[config.mk]
export PLATFORM = sky130hd
export DESIGN_NAME = song_writer
export DESIGN_NICKNAME = d
export VERILOG_FILES = /design/src/rtl/song_writer.sv
export SDC_FILE = /design/constraint.sdc
export NUM_CORES = 1
export LEC_CHECK = 0
export CELL_PAD_IN_SITES_DETAIL_PLACEMENT = 1
export CELL_PAD_IN_SITES_GLOBAL_PLACEMENT = 2
export CORE_MARGIN = 2
export CORE_UTILIZATION = 32
export DETAILED_ROUTE_END_ITERATION = 7
export HOLD_SLACK_MARGIN = 0.03
export PLACE_DENSITY_LB_ADDON = 0.1
export SETUP_SLACK_MARGIN = 0.3
export SLEW_MARGIN = 15
export SYNTH_ARGS = -nofsm -noshare
export SYNTH_HDL_FRONTEND = slang
export SYNTH_SLANG_ARGS = --single-unit
[constraint.sdc]
create_clock -name clk -period 4.3 [get_ports clk]
set_clock_uncertainty 0.15 [all_clocks]
set_input_delay 1.29 -clock clk [delete_from_list [all_inputs] [get_ports clk]]
set_output_delay 1.29 -clock clk [all_outputs]
set_load 0.01 [all_outputs]
[src/rtl/song_writer.sv]
// Converts live note events into packed note/wait song words and streams them
// to the song RAM write port, one entry per write cycle, 128 entries per take.
module song_writer #(
    parameter int SONG_WIDTH     = 7,
    parameter int NOTE_WIDTH     = 6,
    parameter int DURATION_WIDTH = 6,
    parameter int METADATA       = 3
) (
    input  logic                                       clk,
    input  logic                                       reset,
    input  logic                                       record,
    input  logic [1:0]                                 song,
    input  logic                                       beat,
    input  logic                                       note_valid,
    input  logic [NOTE_WIDTH-1:0]                      note,
    input  logic [DURATION_WIDTH-1:0]                  duration,
    output logic                                       note_ready,
    output logic                                       wr_en,
    output logic [SONG_WIDTH+1:0]                      wr_addr,
    output logic [NOTE_WIDTH+DURATION_WIDTH+METADATA:0] wr_data,
    output logic                                       recording,
    output logic                                       song_full,
    output logic [SONG_WIDTH:0]                        entry_count
);

    localparam int REC_W  = 1 + NOTE_WIDTH + DURATION_WIDTH + METADATA;
    localparam int ADDR_W = 2 + SONG_WIDTH;

    localparam logic [DURATION_WIDTH-1:0] MAX_GAP    = '1;
    localparam logic [SONG_WIDTH:0]       LAST_ENTRY = {1'b0, {SONG_WIDTH{1'b1}}};
    localparam logic [SONG_WIDTH:0]       ONE_ENTRY  = {{SONG_WIDTH{1'b0}}, 1'b1};

    typedef enum logic [2:0] {
        S_IDLE,
        S_ARMED,
        S_CAPTURE,
        S_WRITE_WAIT,
        S_WRITE_NOTE,
        S_FULL
    } state_t;

    state_t                       r_state;
    logic [1:0]                   r_song;
    logic [SONG_WIDTH:0]          r_entry_count;
    logic [DURATION_WIDTH-1:0]    r_gap;
    logic                         r_pending;
    logic                         r_stop;
    logic [NOTE_WIDTH-1:0]        r_note;
    logic [DURATION_WIDTH-1:0]    r_dur;
    logic                         r_wr_en;
    logic [ADDR_W-1:0]            r_wr_addr;
    logic [REC_W-1:0]             r_wr_data;
    logic                         r_note_ready;
    logic                         r_recording;
    logic                         r_song_full;

    logic [DURATION_WIDTH-1:0]    w_beat_inc;
    logic [DURATION_WIDTH-1:0]    w_gap_next;
    logic [SONG_WIDTH:0]          w_entry_inc;
    logic [ADDR_W-1:0]            w_addr_cur;
    logic [ADDR_W-1:0]            w_addr_inc;
    logic                         w_last_entry;

    function automatic logic [REC_W-1:0] f_note_rec(input logic [NOTE_WIDTH-1:0]     n,
                                                     input logic [DURATION_WIDTH-1:0] d);
        return {1'b0, n, d, {METADATA{1'b0}}};
    endfunction

    function automatic logic [REC_W-1:0] f_wait_rec(input logic [DURATION_WIDTH-1:0] g);
        return {1'b1, {NOTE_WIDTH{1'b0}}, g, {METADATA{1'b0}}};
    endfunction

    assign w_beat_inc   = {{(DURATION_WIDTH-1){1'b0}}, beat};
    assign w_gap_next   = r_gap + w_beat_inc;
    assign w_entry_inc  = r_entry_count + ONE_ENTRY;
    assign w_addr_cur   = {r_song, r_entry_count[SONG_WIDTH-1:0]};
    assign w_addr_inc   = {r_song, w_entry_inc[SONG_WIDTH-1:0]};
    assign w_last_entry = (r_entry_count == LAST_ENTRY);

    // Write outputs are loaded on the transition into a write state, so each
    // write state presents its record for exactly one cycle.
    always_ff @(posedge clk) begin
        if (reset) begin
            r_state       <= S_IDLE;
            r_song        <= '0;
            r_entry_count <= '0;
            r_gap         <= '0;
            r_pending     <= 1'b0;
            r_stop        <= 1'b0;
            r_note        <= '0;
            r_dur         <= '0;
            r_wr_en       <= 1'b0;
            r_wr_addr     <= '0;
            r_wr_data     <= '0;
            r_note_ready  <= 1'b0;
            r_recording   <= 1'b0;
            r_song_full   <= 1'b0;
        end else begin
            r_wr_en   <= 1'b0;
            r_wr_addr <= '0;
            r_wr_data <= '0;
            case (r_state)
                S_IDLE: begin
                    if (record) begin
                        r_state       <= S_ARMED;
                        r_song        <= song;
                        r_entry_count <= '0;
                        r_gap         <= '0;
                        r_pending     <= 1'b0;
                        r_stop        <= 1'b0;
                        r_note_ready  <= 1'b1;
                        r_recording   <= 1'b1;
                    end
                end
                S_ARMED: begin
                    if (!record) begin
                        r_state      <= S_IDLE;
                        r_note_ready <= 1'b0;
                        r_recording  <= 1'b0;
                    end else if (note_valid) begin
                        r_state      <= S_WRITE_NOTE;
                        r_note_ready <= 1'b0;
                        r_wr_en      <= 1'b1;
                        r_wr_addr    <= w_addr_cur;
                        r_wr_data    <= f_note_rec(note, duration);
                    end
                end
                S_CAPTURE: begin
                    r_gap <= w_gap_next;
                    if (!record) begin
                        r_note_ready <= 1'b0;
                        if (w_gap_next != '0) begin
                            r_state   <= S_WRITE_WAIT;
                            r_stop    <= 1'b1;
                            r_wr_en   <= 1'b1;
                            r_wr_addr <= w_addr_cur;
                            r_wr_data <= f_wait_rec(w_gap_next);
                        end else begin
                            r_state     <= S_IDLE;
                            r_recording <= 1'b0;
                        end
                    end else if (note_valid) begin
                        r_note_ready <= 1'b0;
                        r_wr_en      <= 1'b1;
                        r_wr_addr    <= w_addr_cur;
                        if (w_gap_next != '0) begin
                            r_state   <= S_WRITE_WAIT;
                            r_pending <= 1'b1;
                            r_note    <= note;
                            r_dur     <= duration;
                            r_wr_data <= f_wait_rec(w_gap_next);
                        end else begin
                            r_state   <= S_WRITE_NOTE;
                            r_wr_data <= f_note_rec(note, duration);
                        end
                    end else if (w_gap_next == MAX_GAP) begin
                        r_state      <= S_WRITE_WAIT;
                        r_note_ready <= 1'b0;
                        r_wr_en      <= 1'b1;
                        r_wr_addr    <= w_addr_cur;
                        r_wr_data    <= f_wait_rec(w_gap_next);
                    end
                end
                S_WRITE_WAIT: begin
                    r_entry_count <= w_entry_inc;
                    r_gap         <= w_beat_inc;
                    if (w_last_entry) begin
                        r_state     <= S_FULL;
                        r_song_full <= 1'b1;
                        r_pending   <= 1'b0;
                        r_stop      <= 1'b0;
                    end else if (r_pending) begin
                        r_state   <= S_WRITE_NOTE;
                        r_pending <= 1'b0;
                        r_wr_en   <= 1'b1;
                        r_wr_addr <= w_addr_inc;
                        r_wr_data <= f_note_rec(r_note, r_dur);
                    end else if (r_stop || !record) begin
                        r_state     <= S_IDLE;
                        r_stop      <= 1'b0;
                        r_recording <= 1'b0;
                    end else begin
                        r_state      <= S_CAPTURE;
                        r_note_ready <= 1'b1;
                    end
                end
                S_WRITE_NOTE: begin
                    r_entry_count <= w_entry_inc;
                    r_gap         <= w_gap_next;
                    if (w_last_entry) begin
                        r_state     <= S_FULL;
                        r_song_full <= 1'b1;
                    end else if (!record) begin
                        r_state     <= S_IDLE;
                        r_recording <= 1'b0;
                    end else begin
                        r_state      <= S_CAPTURE;
                        r_note_ready <= 1'b1;
                    end
                end
                S_FULL: begin
                    if (!record) begin
                        r_state     <= S_IDLE;
                        r_song_full <= 1'b0;
                        r_recording <= 1'b0;
                    end
                end
                default: begin
                    r_state      <= S_IDLE;
                    r_note_ready <= 1'b0;
                    r_recording  <= 1'b0;
                    r_song_full  <= 1'b0;
                end
            endcase
        end
    end

    assign note_ready  = r_note_ready;
    assign wr_en       = r_wr_en;
    assign wr_addr     = r_wr_addr;
    assign wr_data     = r_wr_data;
    assign recording   = r_recording;
    assign song_full   = r_song_full;
    assign entry_count = r_entry_count;

endmodule

## Word-level counts from Yosys, hierarchy flattened

Index checks and enable logic that the tools add are counted.

| operators by class | value |
|---|---|
| add/subtract/negate cells | 2 |
| equality and inequality tests | 24 |
| muxes and demuxes | 78 |
| bitwise logic cells | 2 |
| reductions and logical operators | 21 |

Operator list:

| kind | number |
|---|---|
| two-way mux 16 bit | 5 |
| two-way mux 9 bit | 8 |
| two-way mux 15 bit | 4 |
| case mux 16 bit (3 select lines) | 1 |
| two-way mux 1 bit | 34 |
| two-way mux 3 bit | 11 |
| case mux 9 bit (3 select lines) | 1 |
| != test 2 bit, second input constant | 12 |
| case mux 3 bit (6 select lines) | 1 |
| case mux 6 bit (3 select lines) | 1 |
| case mux 8 bit (2 select lines) | 1 |
| AND reduction 7 bit | 2 |
| case mux 1 bit (3 select lines) | 4 |
| != test 3 bit, second input constant | 3 |
| adder 8 x 1 -> 8 bit, second input constant | 1 |
| == test 8 x 7 -> 1 bit, second input constant | 1 |
| two-way mux 8 bit | 1 |
| AND reduction 4 bit | 2 |
| adder 6 x 1 -> 6 bit | 1 |
| == test 3 x 2 -> 1 bit, second input constant | 2 |
| == test 3 bit, second input constant | 2 |
| == test 6 bit, second input constant | 1 |
| two-way mux 2 bit | 3 |
| two-way mux 6 bit | 1 |
| other kinds (18) | 24 |

| storage, ports and cells | value |
|---|---|
| bits in registers | 62 |
| input port bits | 19 |
| output and inout port bits | 37 |
| logic and storage cells | 141 |

## Logic depth before layout (Yosys ltp)

| logic depth | value |
|---|---|
| depth after elaboration | 6 |
| gate-level depth with buffers | 9 |
| depth with buffers taken out | 7 |

## Worst setup path after synthesis

No wires, ideal clock.

| timing path | value |
|---|---|
| path kind | in2reg |
| from | input beat |
| to | register r_dur[1] |
| library setup time | 0.116 ns |
| data arrival time | 3.302 ns |
| required time | 4.034 ns |
| setup slack | 0.732 ns |
| stages | 9 |
| buffers on the path | 2 |
| cell sequence | ha_1 > ha_1 > or4bb_1 > o22ai_2 > and4_4 > buf_6 > nor3_2 > buf_6 > a31o_2 |

| between the ends | value |
|---|---|
| cells in the longest elaborated chain, start to end | 3 |

RTL lines:

| item | line | text |
|---|---|---|
| start: declaration | 13 | `input logic beat,` |
| adder 6 x 1 -> 6 bit | 74 | `assign w_gap_next = r_gap + w_beat_inc;` |
| nonzero test 6 bit | 146 | `if (w_gap_next != '0) begin` |
| AND reduction 4 bit (no source line) | n/a |  |
| end signal: assignment | 150 | `r_dur <= duration;` |
| end: declaration | 49 | `logic [DURATION_WIDTH-1:0] r_dur;` |

Every way passes these cells.
A chain may end at the register's enable or synchronous reset.

## Final worst setup path

| timing path | value |
|---|---|
| from | input beat |
| to | register r_wr_data[9] (netlist: wr_data[9]) |

| between the ends | value |
|---|---|
| cells in the longest elaborated chain, start to end | 6 |

RTL lines:

| item | line | text |
|---|---|---|
| adder 6 x 1 -> 6 bit | 74 |  |
| nonzero test 6 bit | 146 |  |
| two-way mux 16 bit | 146 |  |
| two-way mux 16 bit | 142 | `end else if (note_valid) begin` |
| two-way mux 16 bit | 130 | `if (!record) begin` |
| case mux 16 bit (3 select lines) | 102 | `case (r_state)` |
| end signal: assignment | 137 | `r_wr_data <= f_wait_rec(w_gap_next);` |
| end signal: assignment | 151 | `r_wr_data <= f_wait_rec(w_gap_next);` |
| end signal: assignment | 154 | `r_wr_data <= f_note_rec(note, duration);` |
| end: declaration | 52 | `logic [REC_W-1:0] r_wr_data;` |

Every way passes these cells.

==> flow_metrics.tcl <==
set metrics [dict create \
    dp.cells 534 \
    path_max_fanout 6 \
    synthTopCellsByArea "dfxtp_1, a21oi_1, o311a_1, nor2_1, nand2_1" \
    die_area_sq_mm 0.0107 \
    path_cells "clkdlybuf4s50_1 -> ha_1 -> ha_1 -> or4bb_1 -> o22ai_2 -> nand4_1 -> buf_4 -> o22ai_2 -> a22o_1" \
    grt_pass1_wl_mm 15.7 \
    wl_per_cell_um 17.4 \
    worst_path_max_delay_cell "or4bb_1" \
    vdd_drop_max_mv 0.118 \
    yosys_warnings 0 \
    cts_tree "built" \
    cts_sinks 59 \
    die_width_um 104 \
    fmax_ghz 0.263 \
    num_rows 36 \
    met1_length_mm 4.81 \
    arrival_ns 3.95 \
    final-setup-viol-count 0 \
    hold_ws_ns 0.301 \
    antenna_found_initial 0 \
    clkTransAtPathRegs_ns 0.07 \
    post_cts_buffers 0 \
    worstMarginPinSlew_ns 0.852 \
    slowest_delay_ns 0.54 \
    gp_congestion 0.764 \
    dp_hpwl_mm 6.89 \
    leakage_nw 1.40 \
    critPathLaunchType "input pin" \
    async_reset_ff_share_pct 0 \
    top_layer "met4" \
    setup_slack_ns 0.495 \
    power.switching_mw 0.360 \
    clockBufferDepth 2 \
    area_growth_pct 25.8 \
    cts_hold_buf 0 \
    syn_area_per_cell_sq_um 8.67 \
    synthTopCellsByCount "dfxtp_1, nor2_1, a21oi_1" \
    synthCells 366 \
    switching_share_pct 29.3 \
    dr.pass1.iters 4 \
    cts_max_level 3 \
    io_buffers 52 \
    crit_path_end_kind "flip-flop" \
    dr_total_vias 2987 \
    slew_headroom_pct 42.9 \
    detail_route.iter0.violations 108 \
    nFillCells 1139 \
    hold_viol_final 0 \
    place_area_sq_mm 0.00380 \
    drive_gt1_share_pct 12.0 \
    stdcell_count 550 \
    drc 0 \
    cts_resized 0 \
    cts_inserted_buffers 9 \
    setup_tns_ns 0 \
    stdcell_area_sq_mm 0.00399 \
    grt_max_degree 29 \
    maxSlewViolCount 0 \
    initial_core_util_pct 32.8 \
    antenna-diode-count 0 \
    hold_class "flip-flop to flip-flop" \
    synth_area_sq_mm 0.00317 \
    finalCritPeriodShare_pct 88.5 \
    maxCapViolations 0 \
    p_per_area_mw_per_mm2 308 \
    crit_required_ns 4.44 \
    synth.distinct_cells 69 \
    crit_buf_inv 2 \
    grt_pass1_vias 2977 \
    synthMostInstantiatedCell "dfxtp_1" \
    wl_met3_um 292 \
    yosys_most_used_dff "dfxtp_1" \
    yosysTopAreaCell "dfxtp_1" \
    p_comb_share_pct 14.0 \
    coreArea_sq_mm 0.00968 \
    antenna_left 0 \
    overflow 0 \
    detail_route.vias_per_cell 5.43 \
    ctsRootBufferMaster "clkbuf_8" \
    grt_usage_pct 18.0 \
    wl_met2_mm 4.36 \
    pwr-share-clk_pct 39.6 \
    drt-total-wl_mm 9.57 \
    fin_nets 434 \
    io_pins 56 \
    ys_seq_area_share_pct 37.2 \
    ys_ff_latch 59 \
    synth_top_area_share_pct 37.2 \
    status "finished clean" \
    synth_edf_count 0 \
    criticalPathCategory "input pin to flip-flop" \
    rsz0062_at_grt "false" \
    pwr-share-seq_pct 46.4 \
    die_h_um 104 \
    path_delay_family "simple AND/OR/NAND/NOR gates" \
    fin_crit_ns 3.81 \
    clock_latency_ns 0.35 \
    pre_cts_slack_ns 0.143 \
    internal_power_mw 0.870 \
]
-- layout make-up --
cell class,count,area (sq um),area share (%)
multi-input combinational,273,1820,45.7
clock buffer,11,151,3.79
inverter,4,15.0,0.376
timing repair buffer,65,618,15.5
tap,133,166,4.17
clock inverter,5,36.3,0.909
sequential,59,1180,29.6
-- metal layers --
metal	global-route usage, %	vias to the layer above
met1	24.5	1455
met5	0	-
met2	28.8	46
li1	-	1477
met3	3.78	9
met4	5.60	0
-- worst min-delay path: stages (launching register included) --
cell and delay (ns):
dfxtp_1 0.32, nand2_1 0.06, a31oi_1 0.04
-- flip-flops by register name, summed over array words and instances, names as in the netlist, 2 cells and up --
register and cells:
r_dur 6, r_note 6, wr_addr 9, r_song 2, r_gap 6, entry_count 8, wr_data 13, r_state 3
-- power groups by stage --
stage | Sequential [mW] | Clock, mW | Combinational (mW)
global placement | 0.583 | 0 | 0.171
finish | 0.571 | 0.487 | 0.173
detailed placement | 0.583 | 0 | 0.173
CTS | 0.571 | 0.500 | 0.174
floorplan | 0.577 | 0 | 0.114
global route | 0.573 | 0.525 | 0.189
-- path summary, 6_finish.rpt --
kind,startpoint,to,slack (ns),cells after the start
max,beat,wr_data[9],0.49,9
max reg2reg,r_state[1],wr_addr[2],1.38,5
min,r_song[1],wr_addr[8],0.30,2
min reg2reg,r_song[1],wr_addr[8],0.30,2
-- metrics by stage --
stage / utilization (%) / power (mW)
3_3_place_gp: 39.3 / 0.754
4_1_cts: 41.2 / 1.24
2_1_floorplan: - / 0.691
6_report: 41.2 / 1.23
5_1_grt: 41.2 / 1.29
3_5_place_dp: 39.3 / 0.756
-- logic make-up (layout without fill, tap and decap cells) --
family | after synthesis | after routing | synth area share, %
compound gates | 137 | 137 | 32.0
simple gates | 115 | 115 | 19.6
flops | 59 | 59 | 37.2
buf+inv | 36 | 85 | 5.52
xor+xnor | 12 | 12 | 3.31
fa+ha+maj | 3 | 3 | 1.18
mux | 3 | 3 | 0.986
other cells | 1 | 3 | 0.118
-- cells in the final DEF (no fill, tap or decap), drive strengths merged, types with 4 or more instances in the layout --
cell,synthesis,routed
dfxtp,59,59
nand3,13,13
a22o,9,9
o311a,13,13
a211oi,7,7
inv,3,4
a31oi,7,7
xor2,7,7
nand2,23,23
nand2b,4,4
clkbuf,16,11
nor2b,7,7
buf,16,13
nor2,31,31
clkdlybuf4s50,0,52
or3,5,5
o21ai,22,22
a21o,5,5
a31o,13,13
a21oi,26,26
nor3,7,7
a22oi,10,10
xnor2,5,5
(Power assumes the default switching activity.)
